## config.mk

```make
export PLATFORM = sky130hd
export DESIGN_NAME = udcounter_seq_ctrl_flat
export DESIGN_NICKNAME = d
export VERILOG_FILES = /design/src/rtl/udcounter_seq_ctrl_if.sv /design/src/rtl/udcounter_seq_ctrl.sv /design/src/flat_wrapper.sv
export SDC_FILE = /design/constraint.sdc
export NUM_CORES = 1
export LEC_CHECK = 0
export ABC_AREA = 1
export BUFFER_PORTS_ARGS = -buffer_cell sky130_fd_sc_hd__buf_2
export CAP_MARGIN = 20
export CORE_MARGIN = 2
export CORE_UTILIZATION = 46
export CTS_BUF_LIST = sky130_fd_sc_hd__clkbuf_2 sky130_fd_sc_hd__clkbuf_4 sky130_fd_sc_hd__clkbuf_8
export DETAILED_ROUTE_END_ITERATION = 8
export PLACE_DENSITY = 0.76
export SETUP_SLACK_MARGIN = 0.2
export SYNTH_ARGS = -nofsm -noshare
export SYNTH_HDL_FRONTEND = slang
export SYNTH_SLANG_ARGS = --single-unit
```

## constraint.sdc

```tcl
create_clock -name clk -period 1.02 [get_ports clk]
set_input_delay 0.102 -clock clk [delete_from_list [all_inputs] [get_ports clk]]
set_output_delay 0.102 -clock clk [all_outputs]
set_load 0.005 [all_outputs]
```

## src/rtl/udcounter_seq_ctrl_if.sv

```systemverilog
// Board-side and counter-side signal bundle for the up/down counter sequencer.
// The master modport is the board/counter side that drives buttons, switch and
// count feedback; the slave modport is the sequencer itself.
interface udcounter_seq_ctrl_if #(
   parameter int unsigned WIDTH = 8
);
   // Board buttons/switch and counter feedback
   logic             btn_start;
   logic             btn_stop;
   logic             btn_load;
   logic             sw_dir;
   logic [WIDTH-1:0] count_in;

   // Counter controls and status
   logic             start;
   logic             stop;
   logic             load;
   logic             updown;
   logic             busy;
   logic [1:0]       state_o;
   logic             term_pulse;

   modport master (
      output btn_start,
      output btn_stop,
      output btn_load,
      output sw_dir,
      output count_in,
      input  start,
      input  stop,
      input  load,
      input  updown,
      input  busy,
      input  state_o,
      input  term_pulse
   );

   modport slave (
      input  btn_start,
      input  btn_stop,
      input  btn_load,
      input  sw_dir,
      input  count_in,
      output start,
      output stop,
      output load,
      output updown,
      output busy,
      output state_o,
      output term_pulse
   );
endinterface

```

## src/rtl/udcounter_seq_ctrl.sv

```systemverilog
// Sequencer for the 8-bit up/down counter: rise-detects the board buttons, runs an
// IDLE/RUN/PAUSE/LOAD state machine and flags terminal counts from count feedback.
// All outputs are registered; reset is synchronous and active-high.
// Optional feature macro: AUTO_REVERSE_EN -- ping-pong between LIMIT_LO and LIMIT_HI
// instead of free wrapping; sw_dir toggles still override the direction.
module udcounter_seq_ctrl #(
   parameter int unsigned WIDTH    = 8,
   parameter int unsigned LIMIT_HI = 255,
   parameter int unsigned LIMIT_LO = 0
) (
   input logic                   clk,
   input logic                   reset,
   udcounter_seq_ctrl_if.slave   bus
);

   typedef enum logic [1:0] {
      StIdle  = 2'd0,
      StRun   = 2'd1,
      StPause = 2'd2,
      StLoad  = 2'd3
   } state_e;

   // Turn-around points only make sense with at least one value strictly between them
   if (LIMIT_HI <= LIMIT_LO + 1) begin : g_limit_check
      $error("udcounter_seq_ctrl: LIMIT_HI must be greater than LIMIT_LO+1");
   end

   logic   btn_start_q, btn_stop_q, btn_load_q;
   logic   rise_start, rise_stop, rise_load;

   state_e state_q;
   state_e ret_q;     // state to resume after the one-cycle LOAD
   logic   start_q, stop_q, load_q, busy_q;

   logic   updown_q, updown_d;
   logic   term_q;
   logic   armed_q;   // cleared after a terminal pulse until count_in moves off the value
   logic   at_term;
   logic   hit;

   // Button history; cleared by reset so a button held through reset fires once after it
   always_ff @(posedge clk) begin
      if (reset) begin
         btn_start_q <= 1'b0;
         btn_stop_q  <= 1'b0;
         btn_load_q  <= 1'b0;
      end else begin
         btn_start_q <= bus.btn_start;
         btn_stop_q  <= bus.btn_stop;
         btn_load_q  <= bus.btn_load;
      end
   end

   assign rise_start = bus.btn_start & ~btn_start_q;
   assign rise_stop  = bus.btn_stop  & ~btn_stop_q;
   assign rise_load  = bus.btn_load  & ~btn_load_q;

   // Sequencer FSM with registered controls; load beats stop beats start
   always_ff @(posedge clk) begin
      if (reset) begin
         state_q <= StIdle;
         ret_q   <= StIdle;
         start_q <= 1'b0;
         stop_q  <= 1'b0;
         load_q  <= 1'b0;
         busy_q  <= 1'b0;
      end else begin
         load_q <= 1'b0;
         unique case (state_q)
            StIdle: begin
               if (rise_load) begin
                  state_q <= StLoad;
                  ret_q   <= StIdle;
                  load_q  <= 1'b1;
                  start_q <= 1'b0;
                  stop_q  <= 1'b0;
                  busy_q  <= 1'b0;
               end else if (rise_start) begin
                  state_q <= StRun;
                  start_q <= 1'b1;
                  stop_q  <= 1'b0;
                  busy_q  <= 1'b1;
               end
            end
            StRun: begin
               if (rise_load) begin
                  state_q <= StLoad;
                  ret_q   <= StRun;
                  load_q  <= 1'b1;
                  start_q <= 1'b1;
                  stop_q  <= 1'b0;
                  busy_q  <= 1'b0;
               end else if (rise_stop) begin
                  state_q <= StPause;
                  start_q <= 1'b1;
                  stop_q  <= 1'b1;
                  busy_q  <= 1'b0;
               end
            end
            StPause: begin
               if (rise_load) begin
                  state_q <= StLoad;
                  ret_q   <= StPause;
                  load_q  <= 1'b1;
                  start_q <= 1'b1;
                  stop_q  <= 1'b1;
                  busy_q  <= 1'b0;
               end else if (rise_start) begin
                  state_q <= StRun;
                  start_q <= 1'b1;
                  stop_q  <= 1'b0;
                  busy_q  <= 1'b1;
               end
            end
            StLoad: begin
               // Rises seen here are dropped; start/stop already carry the return state's values
               state_q <= ret_q;
               start_q <= (ret_q == StRun) || (ret_q == StPause);
               stop_q  <= (ret_q == StPause);
               busy_q  <= (ret_q == StRun);
            end
         endcase
      end
   end

`ifdef AUTO_REVERSE_EN
   localparam logic [WIDTH-1:0] HiV  = WIDTH'(LIMIT_HI);
   localparam logic [WIDTH-1:0] LoV  = WIDTH'(LIMIT_LO);
   localparam logic [WIDTH-1:0] HiM1 = WIDTH'(LIMIT_HI - 1);
   localparam logic [WIDTH-1:0] LoP1 = WIDTH'(LIMIT_LO + 1);

   logic sw_dir_q;
   logic prev_up_q;   // direction the counter used on the last edge

   // Switch history and last-used direction
   always_ff @(posedge clk) begin
      if (reset) begin
         sw_dir_q  <= 1'b0;
         prev_up_q <= 1'b0;
      end else begin
         sw_dir_q  <= bus.sw_dir;
         prev_up_q <= updown_q;
      end
   end

   // Reverse one step early so the counter turns exactly at the limits; a switch toggle wins
   always_comb begin
      updown_d = updown_q;
      if (bus.sw_dir != sw_dir_q) begin
         updown_d = bus.sw_dir;
      end else if (state_q == StRun) begin
         if (updown_q && (bus.count_in == HiM1)) begin
            updown_d = 1'b0;
         end else if (!updown_q && (bus.count_in == LoP1)) begin
            updown_d = 1'b1;
         end
      end
   end

   // updown has already flipped when a limit is reached, so qualify by the direction used
   assign at_term = ((bus.count_in == HiV) &&  prev_up_q) ||
                    ((bus.count_in == LoV) && !prev_up_q);
`else
   assign updown_d = bus.sw_dir;
   assign at_term  = updown_q ? (bus.count_in == '1) : (bus.count_in == '0);
`endif

   assign hit = (state_q == StRun) && at_term && armed_q;

   // Direction register and single-shot terminal-count flag
   always_ff @(posedge clk) begin
      if (reset) begin
         updown_q <= 1'b0;
         term_q   <= 1'b0;
         armed_q  <= 1'b1;
      end else begin
         updown_q <= updown_d;
         term_q   <= hit;
         if (!at_term) begin
            armed_q <= 1'b1;
         end else if (hit) begin
            armed_q <= 1'b0;
         end
      end
   end

   assign bus.start      = start_q;
   assign bus.stop       = stop_q;
   assign bus.load       = load_q;
   assign bus.updown     = updown_q;
   assign bus.busy       = busy_q;
   assign bus.state_o    = state_q;
   assign bus.term_pulse = term_q;

endmodule
```

## src/flat_wrapper.sv

```systemverilog
// flat-port wrapper written by rule: the top's interface ports become plain ports
module udcounter_seq_ctrl_flat 
#(
   parameter int unsigned WIDTH    = 8,
   parameter int unsigned LIMIT_HI = 255,
   parameter int unsigned LIMIT_LO = 0
)
  (clk, reset, bus_btn_start, bus_btn_stop, bus_btn_load, bus_sw_dir, bus_count_in, bus_start, bus_stop, bus_load, bus_updown, bus_busy, bus_state_o, bus_term_pulse);
  udcounter_seq_ctrl_if #(.WIDTH(WIDTH)) bus_i ();
  input logic clk;
  input logic reset;
  input wire logic [$bits(bus_i.btn_start)-1:0] bus_btn_start;
  input wire logic [$bits(bus_i.btn_stop)-1:0] bus_btn_stop;
  input wire logic [$bits(bus_i.btn_load)-1:0] bus_btn_load;
  input wire logic [$bits(bus_i.sw_dir)-1:0] bus_sw_dir;
  input wire logic [$bits(bus_i.count_in)-1:0] bus_count_in;
  output wire logic [$bits(bus_i.start)-1:0] bus_start;
  output wire logic [$bits(bus_i.stop)-1:0] bus_stop;
  output wire logic [$bits(bus_i.load)-1:0] bus_load;
  output wire logic [$bits(bus_i.updown)-1:0] bus_updown;
  output wire logic [$bits(bus_i.busy)-1:0] bus_busy;
  output wire logic [$bits(bus_i.state_o)-1:0] bus_state_o;
  output wire logic [$bits(bus_i.term_pulse)-1:0] bus_term_pulse;
  assign bus_i.btn_start = bus_btn_start;
  assign bus_i.btn_stop = bus_btn_stop;
  assign bus_i.btn_load = bus_btn_load;
  assign bus_i.sw_dir = bus_sw_dir;
  assign bus_i.count_in = bus_count_in;
  assign bus_start = bus_i.start;
  assign bus_stop = bus_i.stop;
  assign bus_load = bus_i.load;
  assign bus_updown = bus_i.updown;
  assign bus_busy = bus_i.busy;
  assign bus_state_o = bus_i.state_o;
  assign bus_term_pulse = bus_i.term_pulse;
  udcounter_seq_ctrl #(.WIDTH(WIDTH), .LIMIT_HI(LIMIT_HI), .LIMIT_LO(LIMIT_LO)) u_core (.clk(clk), .reset(reset), .bus(bus_i));
endmodule
```

# After elaboration in Yosys (flattened, before gate mapping)
# Index checks and enable logic that the tools add are counted.
totals:
  output_inout_bits: 8
  input_bits: 14
  reg_bits: 14
  elab_cells: 70
op_classes:
  eq_ne: 11
  mux: 27
  bitwise: 8
  reduce_logical: 12
op_table:
  columns: ["op", "count"]
  rows:
  - ["$mux W1", 15]
  - ["$mux W2", 7]
  - ["$pmux W2 S3", 2]
  - ["$eq A8 B8 Y1 const B", 1]
  - ["$logic_not A8 Y1", 1]
  - ["$pmux W1 S4", 2]
  - ["$eq A2 B2 Y1 const B", 3]
  - ["$ne A2 B1 Y1 const B", 3]
  - ["$ne A3 B1 Y1 const B", 2]
  - ["$reduce_or A2 Y1", 3]
  - ["$not A1 Y1", 5]
  - ["$eq A2 B1 Y1 const B", 2]
  - ["$reduce_and A4 Y1", 1]
  - ["$and A1 B1 Y1", 3]
  - ["$pmux W1 S3", 1]
  - ["$reduce_bool A3 Y1", 1]
  - ["$reduce_or A3 Y1", 1]
  - ["$logic_and A1 B1 Y1", 2]
  - ["$logic_not A2 Y1", 1]
  - ["$reduce_and A2 Y1", 1]
  - ["$logic_or A1 B1 Y1", 1]

# Longest topological paths before layout
logic_depth:
  word_depth: 5
  mapped_depth: 7
  depth_no_buf: 7

# Worst setup path before layout
# Ideal clock, no wire load.
synth_path:
  path_kind: "reg-to-reg"
  start: "register u_core.state_q[0] (netlist: u_core.bus.state_o[0])"
  end: "register u_core.start_q (netlist: u_core.bus.start)"
  arrival_time_ns: 0.925
  required_ns: 0.911
  stages_incl_launch_ff: 8
  slack_ns: -0.014
  path_buffers: 0
  setup_ns: 0.109
  period_less_slack_ns: 1.034
  path_cell_list: "dfxtp_1 > inv_2 > nor2_4 > nand3_4 > nor2_1 > nor2_1 > nand2_1 > inv_1"
synth_between:
  elab_chain_len: 2
  elab_cells_between_ends: 6
  classes_between: "eq/ne (4); mux (1); reduce/logical (1)"
synth_lines:
  columns: ["item", "line_no", "text"]
  rows:
  - ["from (decl)", "udcounter_seq_ctrl.sv:31", "state_e state_q;"]
  - ["from (signal assigned)", "udcounter_seq_ctrl.sv:61", "state_q <= StIdle;"]
  - ["from (signal assigned)", "udcounter_seq_ctrl.sv:72", "state_q <= StLoad;"]
  - ["from (signal assigned)", "udcounter_seq_ctrl.sv:79", "state_q <= StRun;"]
  - ["$eq A2 B2 Y1 (tied with other cells)", "udcounter_seq_ctrl.sv:69", "unique case (state_q)"]
  - ["$pmux W1 S4 / $ne A3 B1 Y1 (equally long branches)", null, null]
  - ["to (signal assigned)", "udcounter_seq_ctrl.sv:118", "start_q <= (ret_q == StRun) || (ret_q == StPause);"]
  - ["to (decl)", "udcounter_seq_ctrl.sv:33", "logic start_q, stop_q, load_q, busy_q;"]
# Parallel ways exist; a longest one is shown, timed or not.
# A chain may end at the register's enable or synchronous reset.

# Worst setup path after layout
layout_path:
  start: "register u_core.state_q[0] (netlist: u_core.bus.state_o[0])"
  end: "register u_core.stop_q (netlist: u_core.bus.stop)"
layout_between:
  elab_chain_len: 2
  elab_cells_between_ends: 6
  classes_between: "eq/ne (4); mux (1); reduce/logical (1)"
layout_lines:
  columns: ["item", "line_no", "text"]
  rows:
  - ["$eq A2 B2 Y1 (tied with other cells)", "udcounter_seq_ctrl.sv:69", null]
  - ["$pmux W1 S4 / $ne A3 B1 Y1 (equally long branches)", null, null]
  - ["to (signal assigned)", "udcounter_seq_ctrl.sv:119", "stop_q <= (ret_q == StPause);"]
  - ["to (decl)", "udcounter_seq_ctrl.sv:33", null]
# Parallel ways exist; a longest one is shown, timed or not.

==> flow_summary_export.csv <==
group,metric,value,unit
status,run_status,"finished with violations",
status,failed_checks,"setup timing",
logic_synthesis,synth-seq-cells,14,
logic_synthesis,avgSynthCellArea,6.705,um2
min_path,hp-class,"input port to flip-flop",
floorplanning,design.portCount,22,
worst_setup_path,cp_data_required_time,1.25,ns
global_routing,maximum_number_of_pins_on_one_net_before_global_route_repair,13,
global_routing,first_pass_grt_wire_length,2.787,mm
floorplanning,floorplan.die.width,42.75,um
logic_synthesis,post_synthesis_cell_area,690.7,um2
detailed_routing,drt_pass1_iterations,6,
cells_and_area,finish.net_count,154,
worst_setup_path,startpoint_class,"flip-flop",
cells_and_area,drive_gt1_share,40.15,%
floorplanning,floorplan.core_area,1350,um2
clocking,cts_num_sinks,14,
sta,post-route-min-period,1.074,ns
floorplanning,design.die.area,1828,um2
worst_setup_path,worstSetupPathType,"flip-flop to flip-flop",
logic_synthesis,ys_warn_count,0,
sta,fin_crit_sh,105.3,%
power_and_ir_drop,power.share.sequential,43.9,%
worst_setup_path,cpMostUsedCell,"sky130_fd_sc_hd__nand2_1",
cells_and_area,area_delta_synth_final,42.57,%
logic_synthesis,syn_nets,119,
worst_setup_path,crit_arrival,1.30,ns
power_and_ir_drop,intPower,1.009,mW
worst_setup_path,path_max_fanout,5,
global_routing,grt_pass1_vias,696,
placed_design,hpwlAfterDp,1.065,mm
power_and_ir_drop,switchingPower,444.0,uW
power_and_ir_drop,vdd_drop_max,0.9693,mV
sta,tns,-0.1358,ns
clocking,cts-root-to-sink-buffers,2,
logic_synthesis,synth.lib_cells_used.distinct,16,
clocking,tritoncts,"built",
sta,worst_slack,-0.05406,ns
sta,clock.fmax,0.9310,GHz
detailed_routing,wl_per_cell,11.22,um
detailed_routing,vias,754,
floorplanning,chipHeight,42.75,um
clocking,cts_clk_pin_slew_worst_paths,0.09,ns
sta,tightestPinTransition,0.2535,ns
worst_setup_path,worst_setup_path_end_kind,"flip-flop",
detailed_routing,drt_drc_violations_left,0,
floorplanning,start_util,51.16,%
clocking,cts-buffers-inserted,3,
worst_setup_path,number_of_buffer_and_inverter_instances_along_the_worst_setup_path,2,
placed_design,io_buffers,21,
logic_synthesis,ys_top_cells_by_area,"sky130_fd_sc_hd__dfxtp_1, sky130_fd_sc_hd__nand2_1, sky130_fd_sc_hd__nor2_1, sky130_fd_sc_hd__inv_1, sky130_fd_sc_hd__nand3_1",
power_and_ir_drop,clockPowerShare,28.5,%
power_and_ir_drop,power-per-cell-area,1475,nW/um2
floorplanning,std_cell_rows,13,
power_and_ir_drop,reported_leakage_power,0.5078,nW
placed_design,dp_slack,-0.03124,ns
placed_design,dp_cells,139,
detailed_routing,vias_per_cell,4.961,
detailed_routing,antenna_violating_nets_post_route,0,
logic_synthesis,yosysTopAreaCellShare,40.58,%
worst_setup_path,critical_path.max_stage_delay,0.38,ns
global_routing,global_route.overflow_total,0,
placed_design,gp_routability_congestion,0.8930,
detailed_routing,total_detailed_routing_wirelength,1.705,mm
clocking,worstSkewPairLatency,0.29,ns
sta,hold_viol_final,0,
clocking,cts-root-buf,"sky130_fd_sc_hd__clkbuf_4",
global_routing,track_usage,19.67,%
detailed_routing,dr.first_iter.drc_count,9,
flow_run,maxCapViolations,0,
clocking,htreeDepth,1,
power_and_ir_drop,power.switching_fraction,30.56,%
power_and_ir_drop,power.share.combinational,27.5,%
sta,hold-worst-slack,0.003395,ns
sta,rsz0062_at_grt,"true",
sta,timing.clock.skew,0.002887,ns
sta,finalSetupViolCount,4,
logic_synthesis,synth.largest_area_cell,"sky130_fd_sc_hd__dfxtp_1",
cells_and_area,layoutNonFillerInstCount,152,
logic_synthesis,post_synth_inst_count,103,
global_routing,grt_antenna_before_repair,0,
logic_synthesis,synth_seq_area_share,40.58,%
worst_setup_path,cp_cell_sequence,"buf_6, nand2_2, inv_2, nand2_1, nand3_1, nand2_1, a21oi_2",
worst_setup_path,cp_top_family,"flip-flops",
sta,final-max-slew-violation-count,0,
cells_and_area,antennaDiodeCount,0,
worst_setup_path,r2r_slack,-0.05,ns
worst_setup_path,critical-path-slowest-cell,"sky130_fd_sc_hd__dfxtp_4",
sta,max_slew_margin,83.10,%
kinds of logic (layout without fill, tap and decap cells):
family	count (synthesis)	count (layout)	synth area share [%]
simple gates	62	62	39.67
fa+ha+maj	2	2	3.623
buf+inv	17	51	9.239
compound gates	8	8	6.885
flops	14	14	40.58
per-stage QoR:
| stage | cell area, um2 | util (%) | power, mW |
|---|---|---|---|
| finish | 984.7 | 72.94 | 1.453 |
| floorplan | 696.9 | - | 0.8216 |
| global route | 984.7 | 72.94 | 1.514 |
| global placement | 824.5 | 61.08 | 0.9165 |
| CTS | 924.6 | 68.49 | 1.391 |
| detailed placement | 824.5 | 61.08 | 0.9214 |
cells in the mapped netlist:
| master | number |
|---|---|
| sky130_fd_sc_hd__nand2_1 | 31 |
| sky130_fd_sc_hd__nor2_1 | 16 |
| sky130_fd_sc_hd__dfxtp_1 | 14 |
| sky130_fd_sc_hd__inv_1 | 13 |
| sky130_fd_sc_hd__nand3_1 | 9 |
| sky130_fd_sc_hd__a21oi_1 | 4 |
| sky130_fd_sc_hd__inv_2 | 3 |
| sky130_fd_sc_hd__a21oi_2 | 2 |
| sky130_fd_sc_hd__ha_1 | 2 |
| sky130_fd_sc_hd__nand2_2 | 2 |
| sky130_fd_sc_hd__o21ai_1 | 2 |
| sky130_fd_sc_hd__clkbuf_1 | 1 |
| sky130_fd_sc_hd__nand3_4 | 1 |
| sky130_fd_sc_hd__nor2_4 | 1 |
| sky130_fd_sc_hd__nor3_1 | 1 |
| sky130_fd_sc_hd__or2_1 | 1 |
metal layers:
layer / vias to the layer above / global-route usage (%) / routed length, um
met1: 327 / 24.48 / 738
met2: 35 / 31.21 / 831
li1: 386 / - / -
met3: 6 / 3.404 / 95
met4: 0 / 11.88 / 39
met5: - / 0 / 0
area by class of cell:
cell class | instances | area, um2
inverters | 16 | 65.06
well taps | 15 | 18.77
clock buffers | 4 | 36.28
flip-flops and latches | 14 | 292.8
fillers | 109 | 365.4
multi-input cells | 72 | 371.6
repair buffers | 31 | 200.2
power groups by stage:
stage | Clock (mW) | Combinational (mW) | Sequential [mW]
6_report | 0.414 | 0.400 | 0.638
5_1_grt | 0.432 | 0.440 | 0.643
4_1_cts | 0.414 | 0.343 | 0.634
3_5_place_dp | 0 | 0.275 | 0.646
3_3_place_gp | 0 | 0.272 | 0.645
2_1_floorplan | 0 | 0.178 | 0.643
path summary, 6_finish.rpt:
kind | start | end | cells after the start
worst max-delay path | u_core.bus.state_o[0] | u_core.bus.stop | 7
worst min-delay path | bus_sw_dir | u_core.bus.updown | 3
worst max register to register | u_core.bus.state_o[0] | u_core.bus.stop | 7
worst min register to register | u_core.armed_q | u_core.bus.term_pulse | 2
cells in the final DEF (no fill, tap or decap), drive strengths merged:
cell | netlist | routed
nor2 | 17 | 17
dfxtp | 14 | 14
inv | 16 | 16
ha | 2 | 2
nor3 | 1 | 1
a21oi | 6 | 6
or2 | 1 | 1
nand3 | 10 | 10
nand2 | 33 | 33
clkbuf | 1 | 4
o21ai | 2 | 2
buf | 0 | 31
timing repair:
| item | 4_1_cts | 5_1_grt |
|---|---|---|
| pin swaps | 4 | 7 |
| gates cloned | 0 | 0 |
| gates resized for setup | 12 | 5 |
| setup endpoints to repair | 14 | 18 |
| buffers inserted | 4 | 5 |
| hold buffers | 0 | 0 |
worst reg2reg max path: cells and delay by family, from the launching register on:
family / cells / cell delay (ns)
AO/OA/AOI/OAI: 1 / 0.11
buffers and inverters: 2 / 0.21
flip-flops: 1 / 0.38
AND/OR/NAND/NOR: 4 / 0.32
(Power assumes the default switching activity.)
